`config.mk`:
```
export PLATFORM = sky130hd
export DESIGN_NAME = seven_seg_scanner_flat
export DESIGN_NICKNAME = d
export VERILOG_FILES = /design/src/rtl/sevenseg_pkg.sv /design/src/rtl/seven_seg_scanner_if.sv /design/src/rtl/seven_seg_scanner_seg_decoder.sv /design/src/rtl/seven_seg_scanner.sv /design/src/flat_wrapper.sv
export SDC_FILE = /design/constraint.sdc
export NUM_CORES = 1
export LEC_CHECK = 0
export BUFFER_PORTS_ARGS = -buffer_cell sky130_fd_sc_hd__buf_4
export CAP_MARGIN = 25
export CELL_PAD_IN_SITES_DETAIL_PLACEMENT = 0
export CELL_PAD_IN_SITES_GLOBAL_PLACEMENT = 1
export CORE_MARGIN = 2
export CORE_UTILIZATION = 48
export DETAILED_ROUTE_END_ITERATION = 16
export GPL_TIMING_DRIVEN = 0
export PLACE_DENSITY = 0.82
export SYNTH_ARGS = -nofsm -noshare
export SYNTH_HDL_FRONTEND = slang
export SYNTH_HIERARCHICAL = 1
export SYNTH_SLANG_ARGS = --single-unit
```
`constraint.sdc`:
```
create_clock -name clk -period 3 [get_ports clk]
set_input_delay 0.3 -clock clk [delete_from_list [all_inputs] [get_ports clk]]
set_output_delay 0.3 -clock clk [all_outputs]
set_load 0.01 [all_outputs]
```
`src/rtl/sevenseg_pkg.sv`:
```
// Shared constants and types for the 4-digit seven-segment scanner.
// Glyphs are active-high {a,b,c,d,e,f,g}; the decoder inverts them for the display.
package sevenseg_pkg;

    localparam int NUM_DIGITS = 4;
    localparam logic [6:0] SEG_OFF = 7'h7F;

    localparam logic [6:0] GLYPH [16] = '{
        7'h7E, 7'h30, 7'h6D, 7'h79,   // 0 1 2 3
        7'h33, 7'h5B, 7'h5F, 7'h70,   // 4 5 6 7
        7'h7F, 7'h7B, 7'h77, 7'h1F,   // 8 9 A b
        7'h4E, 7'h3D, 7'h4F, 7'h47    // C d E F
    };

    typedef struct packed {
        logic [4*NUM_DIGITS-1:0] value;
        logic [NUM_DIGITS-1:0]   dp;
        logic [NUM_DIGITS-1:0]   en;
    } disp_buf_t;

endpackage

```
`src/rtl/seven_seg_scanner_if.sv`:
```
// Display-side bundle of the scanner: load strobe with value/dp/enable inputs,
// and the scanned active-low segment, decimal-point and digit-select outputs.
interface seven_seg_scanner_if;
    import sevenseg_pkg::*;

    // load is a single-cycle strobe sampled on every rising clock edge; there is
    // no ready: the scanner accepts every strobe, and the last one before a
    // frame boundary is the one displayed.
    logic [4*NUM_DIGITS-1:0] value;
    logic [NUM_DIGITS-1:0]   dp_in;
    logic [NUM_DIGITS-1:0]   digit_en;
    logic                    load;
    logic [6:0]              seg;
    logic                    dp;
    logic [NUM_DIGITS-1:0]   digs;

    modport master (
        output value, dp_in, digit_en, load,
        input  seg, dp, digs
    );

    modport slave (
        input  value, dp_in, digit_en, load,
        output seg, dp, digs
    );

endinterface

```
`src/rtl/seven_seg_scanner_seg_decoder.sv`:
```
// Combinational hex nibble to active-low seven-segment lookup.
module seg_decoder
    import sevenseg_pkg::*;
(
    input  logic [3:0] i_nibble,
    output logic [6:0] o_seg_n
);

    assign o_seg_n = ~GLYPH[i_nibble];

endmodule

```
`src/rtl/seven_seg_scanner.sv`:
```
// Time-multiplexed 4-digit seven-segment driver with frame-synchronous double buffering.
// Define SEVENSEG_LZB_EN to blank leading zeros (digit 0 is always shown).
module seven_seg_scanner
    import sevenseg_pkg::*;
#(
    parameter int SCAN_DIV  = 50000,
    parameter int BLANK_CYC = 2
) (
    input  logic                clk,
    input  logic                rst_n,
    seven_seg_scanner_if.slave  bus
);

    localparam int CW = $clog2(SCAN_DIV);

    logic [CW-1:0] r_cnt;
    logic [1:0]    r_idx;
    disp_buf_t     r_shadow;
    disp_buf_t     r_active;
    logic          r_pend;
    logic [6:0]    r_seg;
    logic          r_dp;
    logic [3:0]    r_digs;

    logic          w_cnt_tc;
    logic          w_frame;
    disp_buf_t     w_in;
    logic [3:0]    w_nibble;
    logic [6:0]    w_seg_n;
    logic          w_suppress;
    logic          w_lit;

    assign w_cnt_tc = (int'(r_cnt) == SCAN_DIV - 1);
    assign w_frame  = w_cnt_tc && (r_idx == 2'd3);
    assign w_in     = '{value: bus.value, dp: bus.dp_in, en: bus.digit_en};

    always_ff @(posedge clk or negedge rst_n) begin
        if (!rst_n) begin
            r_cnt <= '0;
            r_idx <= 2'd0;
        end else if (w_cnt_tc) begin
            r_cnt <= '0;
            r_idx <= r_idx + 2'd1;
        end else begin
            r_cnt <= r_cnt + 1'b1;
        end
    end

    // A load landing on the frame boundary bypasses the shadow so it shows next frame.
    always_ff @(posedge clk or negedge rst_n) begin
        if (!rst_n) begin
            r_shadow <= '0;
            r_active <= '0;
            r_pend   <= 1'b0;
        end else if (bus.load) begin
            r_shadow <= w_in;
            if (w_frame) begin
                r_active <= w_in;
                r_pend   <= 1'b0;
            end else begin
                r_pend   <= 1'b1;
            end
        end else if (w_frame && r_pend) begin
            r_active <= r_shadow;
            r_pend   <= 1'b0;
        end
    end

    assign w_nibble = r_active.value[{r_idx, 2'b00} +: 4];

    seg_decoder u_dec (
        .i_nibble (w_nibble),
        .o_seg_n  (w_seg_n)
    );

`ifdef SEVENSEG_LZB_EN
    // A zero is leading only if nothing at or above it is nonzero or carries a dp.
    assign w_suppress = (r_idx != 2'd0)
                     && ((r_active.value >> {r_idx, 2'b00}) == 16'd0)
                     && ((r_active.dp >> r_idx) == 4'd0);
`else
    assign w_suppress = 1'b0;
`endif

    assign w_lit = (int'(r_cnt) >= BLANK_CYC) && r_active.en[r_idx] && !w_suppress;

    always_ff @(posedge clk or negedge rst_n) begin
        if (!rst_n) begin
            r_seg  <= SEG_OFF;
            r_dp   <= 1'b1;
            r_digs <= 4'b0000;
        end else if (w_lit) begin
            r_seg  <= w_seg_n;
            r_dp   <= ~r_active.dp[r_idx];
            r_digs <= 4'b0001 << r_idx;
        end else begin
            r_seg  <= SEG_OFF;
            r_dp   <= 1'b1;
            r_digs <= 4'b0000;
        end
    end

    assign bus.seg  = r_seg;
    assign bus.dp   = r_dp;
    assign bus.digs = r_digs;

endmodule

```
`src/flat_wrapper.sv`:
```
// flat-port wrapper written by rule: the top's interface ports become plain ports
module seven_seg_scanner_flat import sevenseg_pkg::*;
#(
    parameter int SCAN_DIV  = 50000,
    parameter int BLANK_CYC = 2
)
  (clk, rst_n, bus_value, bus_dp_in, bus_digit_en, bus_load, bus_seg, bus_dp, bus_digs);
  seven_seg_scanner_if bus_i ();
  input  logic clk;
  input  logic rst_n;
  input wire logic [$bits(bus_i.value)-1:0] bus_value;
  input wire logic [$bits(bus_i.dp_in)-1:0] bus_dp_in;
  input wire logic [$bits(bus_i.digit_en)-1:0] bus_digit_en;
  input wire logic [$bits(bus_i.load)-1:0] bus_load;
  output wire logic [$bits(bus_i.seg)-1:0] bus_seg;
  output wire logic [$bits(bus_i.dp)-1:0] bus_dp;
  output wire logic [$bits(bus_i.digs)-1:0] bus_digs;
  assign bus_i.value = bus_value;
  assign bus_i.dp_in = bus_dp_in;
  assign bus_i.digit_en = bus_digit_en;
  assign bus_i.load = bus_load;
  assign bus_seg = bus_i.seg;
  assign bus_dp = bus_i.dp;
  assign bus_digs = bus_i.digs;
  seven_seg_scanner #(.SCAN_DIV(SCAN_DIV), .BLANK_CYC(BLANK_CYC)) u_core (.clk(clk), .rst_n(rst_n), .bus(bus_i));
endmodule
```
==> Word level (Yosys, flattened, before mapping) <==
Memories as Yosys holds them, arrays and structs flattened.
Cells that the tools add are included.
{ "op_classes": {"n_addsub": 2, "order_cmp": 3, "n_eq_ne": 3, "shift": 2, "muxes": 16, "bitwise_logic": 3, "reduce_logical": 5} }
{ "ops": {"columns": ["op", "count"], "rows": [
  ["24-bit 2-to-1 mux", 3],
  ["7-bit 2-to-1 mux", 3],
  ["16-bit by 1-bit adder with 16-bit output (second input constant)", 1],
  ["16-bit by 15-bit equality test with 1-bit output (second input constant)", 1],
  ["16-bit by 2-bit >= comparator with 1-bit output (second input constant)", 1],
  ["16-bit 2-to-1 mux", 1],
  ["16-bit by 5-bit indexed part select with 4-bit output", 1],
  ["7-bit inverter", 1],
  ["1-bit 2-to-1 mux", 6],
  ["5-bit >= comparator (second input constant)", 1],
  ["4-bit inverter with 5-bit output", 1],
  ["1-bit binary-select mux with 2-bit select", 2],
  ["4-bit 2-to-1 mux", 1],
  ["1-bit by 2-bit << shifter with 4-bit output (first input constant)", 1],
  ["1-bit logical AND", 3],
  ["2-bit by 3-bit < comparator with 1-bit output (second input constant)", 1],
  ["2-bit by 1-bit adder with 2-bit output (second input constant)", 1],
  ["2-bit equality test (second input constant)", 1],
  ["2-bit by 1-bit inequality test with 1-bit output (second input constant)", 1],
  ["2-bit AND reduction", 1],
  ["2-bit nonzero test", 1],
  ["1-bit inverter", 1]
]} }
{ "totals": {"regBits": 79, "romBits": 112, "in_bits": 27, "out_inout_bits": 12, "elab_cells": 47, "n_memories": 1} }
{ "mem_list": {"columns": ["name", "depth", "width", "read_ports", "rd_ports_with_merged_regs", "write_ports", "line", "source"], "rows": [
  ["(no name shown)", 16, 7, 1, 0, 0, "seven_seg_scanner_seg_decoder.sv:9", "assign o_seg_n = ~GLYPH[i_nibble];"]
]} }

==> Logic depth before layout (Yosys ltp) <==
{ "depth": {"ltp_word": 7, "mapped_depth": 8} }

==> Cells and area by module <==
The synthesis kept the hierarchy.
{ "modules_own_cells": {"columns": ["mod", "instances", "cells_per_inst", "area_each_um2", "seq_area_each_um2"], "rows": [
  ["seven_seg_scanner", 1, 231, 3286.9, 1986.9],
  ["seg_decoder", 1, 33, 245.2, 0.0]
]} }

==> Least setup slack after synthesis <==
No wires, ideal clock.
{ "synth_path": {"path_type": "reg-to-reg", "startpoint": "register u_core.r_idx[0]", "endpoint": "register u_core.r_seg[3] (netlist: u_core/bus.seg[3])", "arrival_ps": 2162, "t_required_ps": 2916, "path_slack_ps": 754, "path_stages_with_launch": 8, "n_path_buf": 1, "synth_period_minus_slack_ps": 2246, "cell_sequence": "dfrtp_1 -> buf_2 -> mux4_2 -> inv_1 -> ha_1 -> inv_1 -> mux4_2 -> or2_2"} }
{ "synth_between": {"elab_chain_len": 7, "elab_cells_between_ends": 10, "classes_between": "shift (1); mux (5); bitwise (2); reduce/logical (1); memory (1)"} }
{ "synth_rtl": {"columns": ["item", "line", "source"], "rows": [
  ["from (decl)", "seven_seg_scanner.sv:17", "logic [1:0] r_idx;"],
  ["from (signal assigned)", "seven_seg_scanner.sv:43", "r_idx <= r_idx + 2'd1;"],
  ["16-bit by 5-bit indexed part select with 4-bit output", "seven_seg_scanner.sv:69", "assign w_nibble = r_active.value[{r_idx, 2'b00} +: 4];"],
  ["via u_core.w_nibble[0]", "seven_seg_scanner.sv:28", "logic [3:0] w_nibble;"],
  ["4-bit inverter with 5-bit output (implied by the code)", "seven_seg_scanner_seg_decoder.sv:9", null],
  ["memory 16 x 7 bit", null, null],
  ["7-bit 2-to-1 mux (implied by the code) (2 in a row)", "seven_seg_scanner_seg_decoder.sv:9", null],
  ["7-bit inverter", "seven_seg_scanner_seg_decoder.sv:9", null],
  ["via u_core.w_seg_n[3]", "seven_seg_scanner.sv:29", "logic [6:0] w_seg_n;"],
  ["7-bit 2-to-1 mux", "seven_seg_scanner.sv:92", "end else if (w_lit) begin"],
  ["to (signal assigned)", "seven_seg_scanner.sv:93", "r_seg <= w_seg_n;"],
  ["to (decl)", "seven_seg_scanner.sv:21", "logic [6:0] r_seg;"]
]} }
The timed path passes the listed nets, and every way through them passes these cells. The select of a mux whose other input is x is not followed.
A chain may end at the register's enable or synchronous reset.

==> Final worst setup path <==
Same ends and word-level chain as after synthesis.

==> metrics.txt <==
first-pass GRT wire length 10500 um; Layout Nets 353; commonest non-fill, non-tap cell in the layout dfrtp_1; P_int 1.495 mW; ANT cells 0; GR Layer Usage met1 22.42%; vias in the first global route 2155; Root Driver clkbuf_8; synthesized area 3532 um^2; pin count of the biggest net entering global routing 80; Fillers 621; initial antenna violation count 0; worst r2r dst u_core/bus.seg[3]; Clock Skew 7.554 ps; CP Class flop to flop; placed cell areas 3934 um^2; via count 2101; CP Launch Type flop; Design Area, Final 4148 um^2; Worst Tran Pin Value 595.6 ps; CTS tree built; period utilization 81.82%; drt total wl 6125 um; Die Ht 89.78 um; area of the multi-input gates 1420 um^2; DPL Wire Length 4181 um; power share of the clock group 37.1%; met2 GRT Util 26.01%; H-tree levels 3; Crit Reg-Reg Startpoint u_core/r_idx[0]; setup bufs post-CTS 0; Seq cells post-synth 79; IO buf count 37; Avg Cell Area, Syn 13.38 um^2; crit path time final 2454 ps; commonest non-fill, non-tap cells in the layout 71 x dfrtp_1, 47 x mux2_2, 37 x buf_4; worst endpoint required time 3270 ps; Sw Share 22.05%; Avg WL per Cell 14.65 um; GRT Max-Usage Layer met2; worst hold slack 202.3 ps; Die X 89.78 um; status finished clean; Area growth, synth to finish 17.43%; IR drop worst, VDD 250.6 uV; P_sw 423.0 uW; sequential power share 57.5%; IO Count 39; final hold violation count 0; Remaining Overflow, GRT 0; deepest clock path buffer count 2; Yosys warnings 6; aggregate global-route resource usage 16.65%; FF/Latch Area 1987 um^2; CP endpoint kind flop; Initial DRT Pass Iterations 4; Clock Latency Late Sink 340 ps; setup ws final 545.5 ps; LEAKAGE 1.882 nW; Reg2Reg Depth 7; worst min path class input pin to flop; Slew HR 59.77%; Synth Instances 264; r2r setup slk 550 ps; Synth area leaders dfrtp_1 50%, mux2_2 15%, dfstp_2 6.0%, mux4_2 4.5%, ha_1 4.3%; pre-CTS setup slack 542.2 ps; share of the synthesized area in the top cell type 50.30%; WHS Endpoint u_core/r_shadow[14]; clk sinks 79; Die ar. 8060 um^2; WHS Path Cells 2; share of cells above drive strength 1 41.38%; final setup vio count 0; initial cell density of the core 49.22%; post-synth cell types 36; core area 7176 um^2; Worst-path clk slew 80 ps; DRC 0; Max-Cap Viols 0; beginning of the worst hold path bus_value[6]; met3 Use GR 3.269%; DRT iter0 DRCs 77; post-route antenna net violation count 0; Setup Total Neg Slack 0 ps; Most used DFF post-synth dfrtp_1; highest clock rate 407.4 MHz; P per Cell Area 462.5 nW/um^2; ys async rst share 100.0%; crit path DAT 2730 ps; FP Rows 31; Synth area leader dfrtp_1; fin. max-slew vios 0; PostCTS Resize Cnt 0; Gate power share 5.4%; RePlAce Congestion 0.7844; maximum fanout along the worst path 7; unrepaired setup endpoints after global routing false; sequential-to-total area share from yosys stat 56.25%; Via-to-Cell Ratio 5.026; total CTS buffers 9; EDFF count, synth 0; syn_nets 303
power by group through the flow:
stage               Clock [mW]  Sequential [mW]  Combinational (mW)
global route             0.770             1.11               0.117
CTS                      0.738             1.10               0.101
floorplan                    0             1.12              0.0444
global placement             0             1.12              0.0981
finish                   0.711             1.10               0.103
detailed placement           0             1.12               0.100
critical path, stage by stage (launching register included):
cell and delay (ps):
dfrtp_1 390, buf_2 270, mux4_2 610, inv_1 160, ha_1 160, inv_1 50
mux4_2 440, or2_2 300
through the flow:
step	power (mW)	cells	utilization [%]
finish	1.918	418	57.80
global route	1.993	418	57.80
CTS	1.942	416	57.28
detailed placement	1.225	400	54.82
global placement	1.222	400	54.82
floorplan	1.167	264	-
how the worst max path moves through the flow:
stage | startpoint | end | slack (ps) | depth (start not counted)
after floorplan | u_core/r_idx[0] | u_core/bus.seg[3] | 750 | 7
after global placement | u_core/r_idx[0] | u_core/bus.seg[3] | 580 | 7
after detailed placement | u_core/r_idx[0] | u_core/bus.seg[3] | 540 | 7
after CTS | u_core/r_idx[0] | u_core/bus.seg[3] | 520 | 7
after global routing | u_core/r_idx[0] | u_core/bus.seg[3] | 410 | 7
final | u_core/r_idx[0] | u_core/bus.seg[3] | 550 | 7
layout make-up:
| class | count | share of cell area (%) |
|---|---|---|
| Clock buffer | 13 | 3.831 |
| Inverter | 13 | 1.176 |
| Clock inverter | 3 | 0.4223 |
| Sequential cell | 79 | 47.90 |
| Timing Repair Buffer | 39 | 7.602 |
| Buffer | 13 | 1.840 |
| Multi-Input combinational cell | 159 | 34.24 |
| Tap cell | 99 | 2.986 |
layer usage:
layer,vias up,wire length (um)
li1,1011,-
met1,1039,2893
met2,42,2909
met3,9,229
met4,0,93
met5,-,0
state kept, by name, summed over array words and instances, names as in the netlist:
register         cells
u_core/r_shadow     24
u_core/r_active     24
u_core/bus.digs      4
u_core/r_cnt        16
u_core/r_idx         2
u_core/bus.seg       7
u_core/r_pend        1
u_core/bus.dp        1
synth_stat cells, types with 3 or more instances:
master / number
or2_2: 9
buf_6: 3
buf_2: 4
mux2_2: 47
nand4_1: 5
nor3_1: 4
nand2_1: 6
dfrtp_1: 71
clkbuf_1: 4
dfstp_2: 8
mux4_2: 7
ha_1: 12
xnor2_1: 9
inv_1: 13
and4_1: 4
nor2_1: 21
nand3_1: 7
nor4_1: 3
xor2_1: 6
cell families (layout without fill, tap and decap cells):
group                    Yosys count  count (layout)  share of synthesized area, %
flip-flops                        79              79                         56.25
AND/OR/NAND/NOR                   66              66                         10.24
multiplexers                      56              56                         20.05
buffers and inverters             26              81                         3.542
XOR/XNOR                          15              15                         3.720
adder cells (fa/ha/maj)           12              12                         4.251
AO/OA/AOI/OAI                     10              10                         1.948
repair_timing:
action                                  CTS  global route
endpoints found under the hold margin     0             3
endpoints found under the setup margin    0             0
hold buffers                              0             1
No activity file was read; power rests on OpenSTA's default activity.
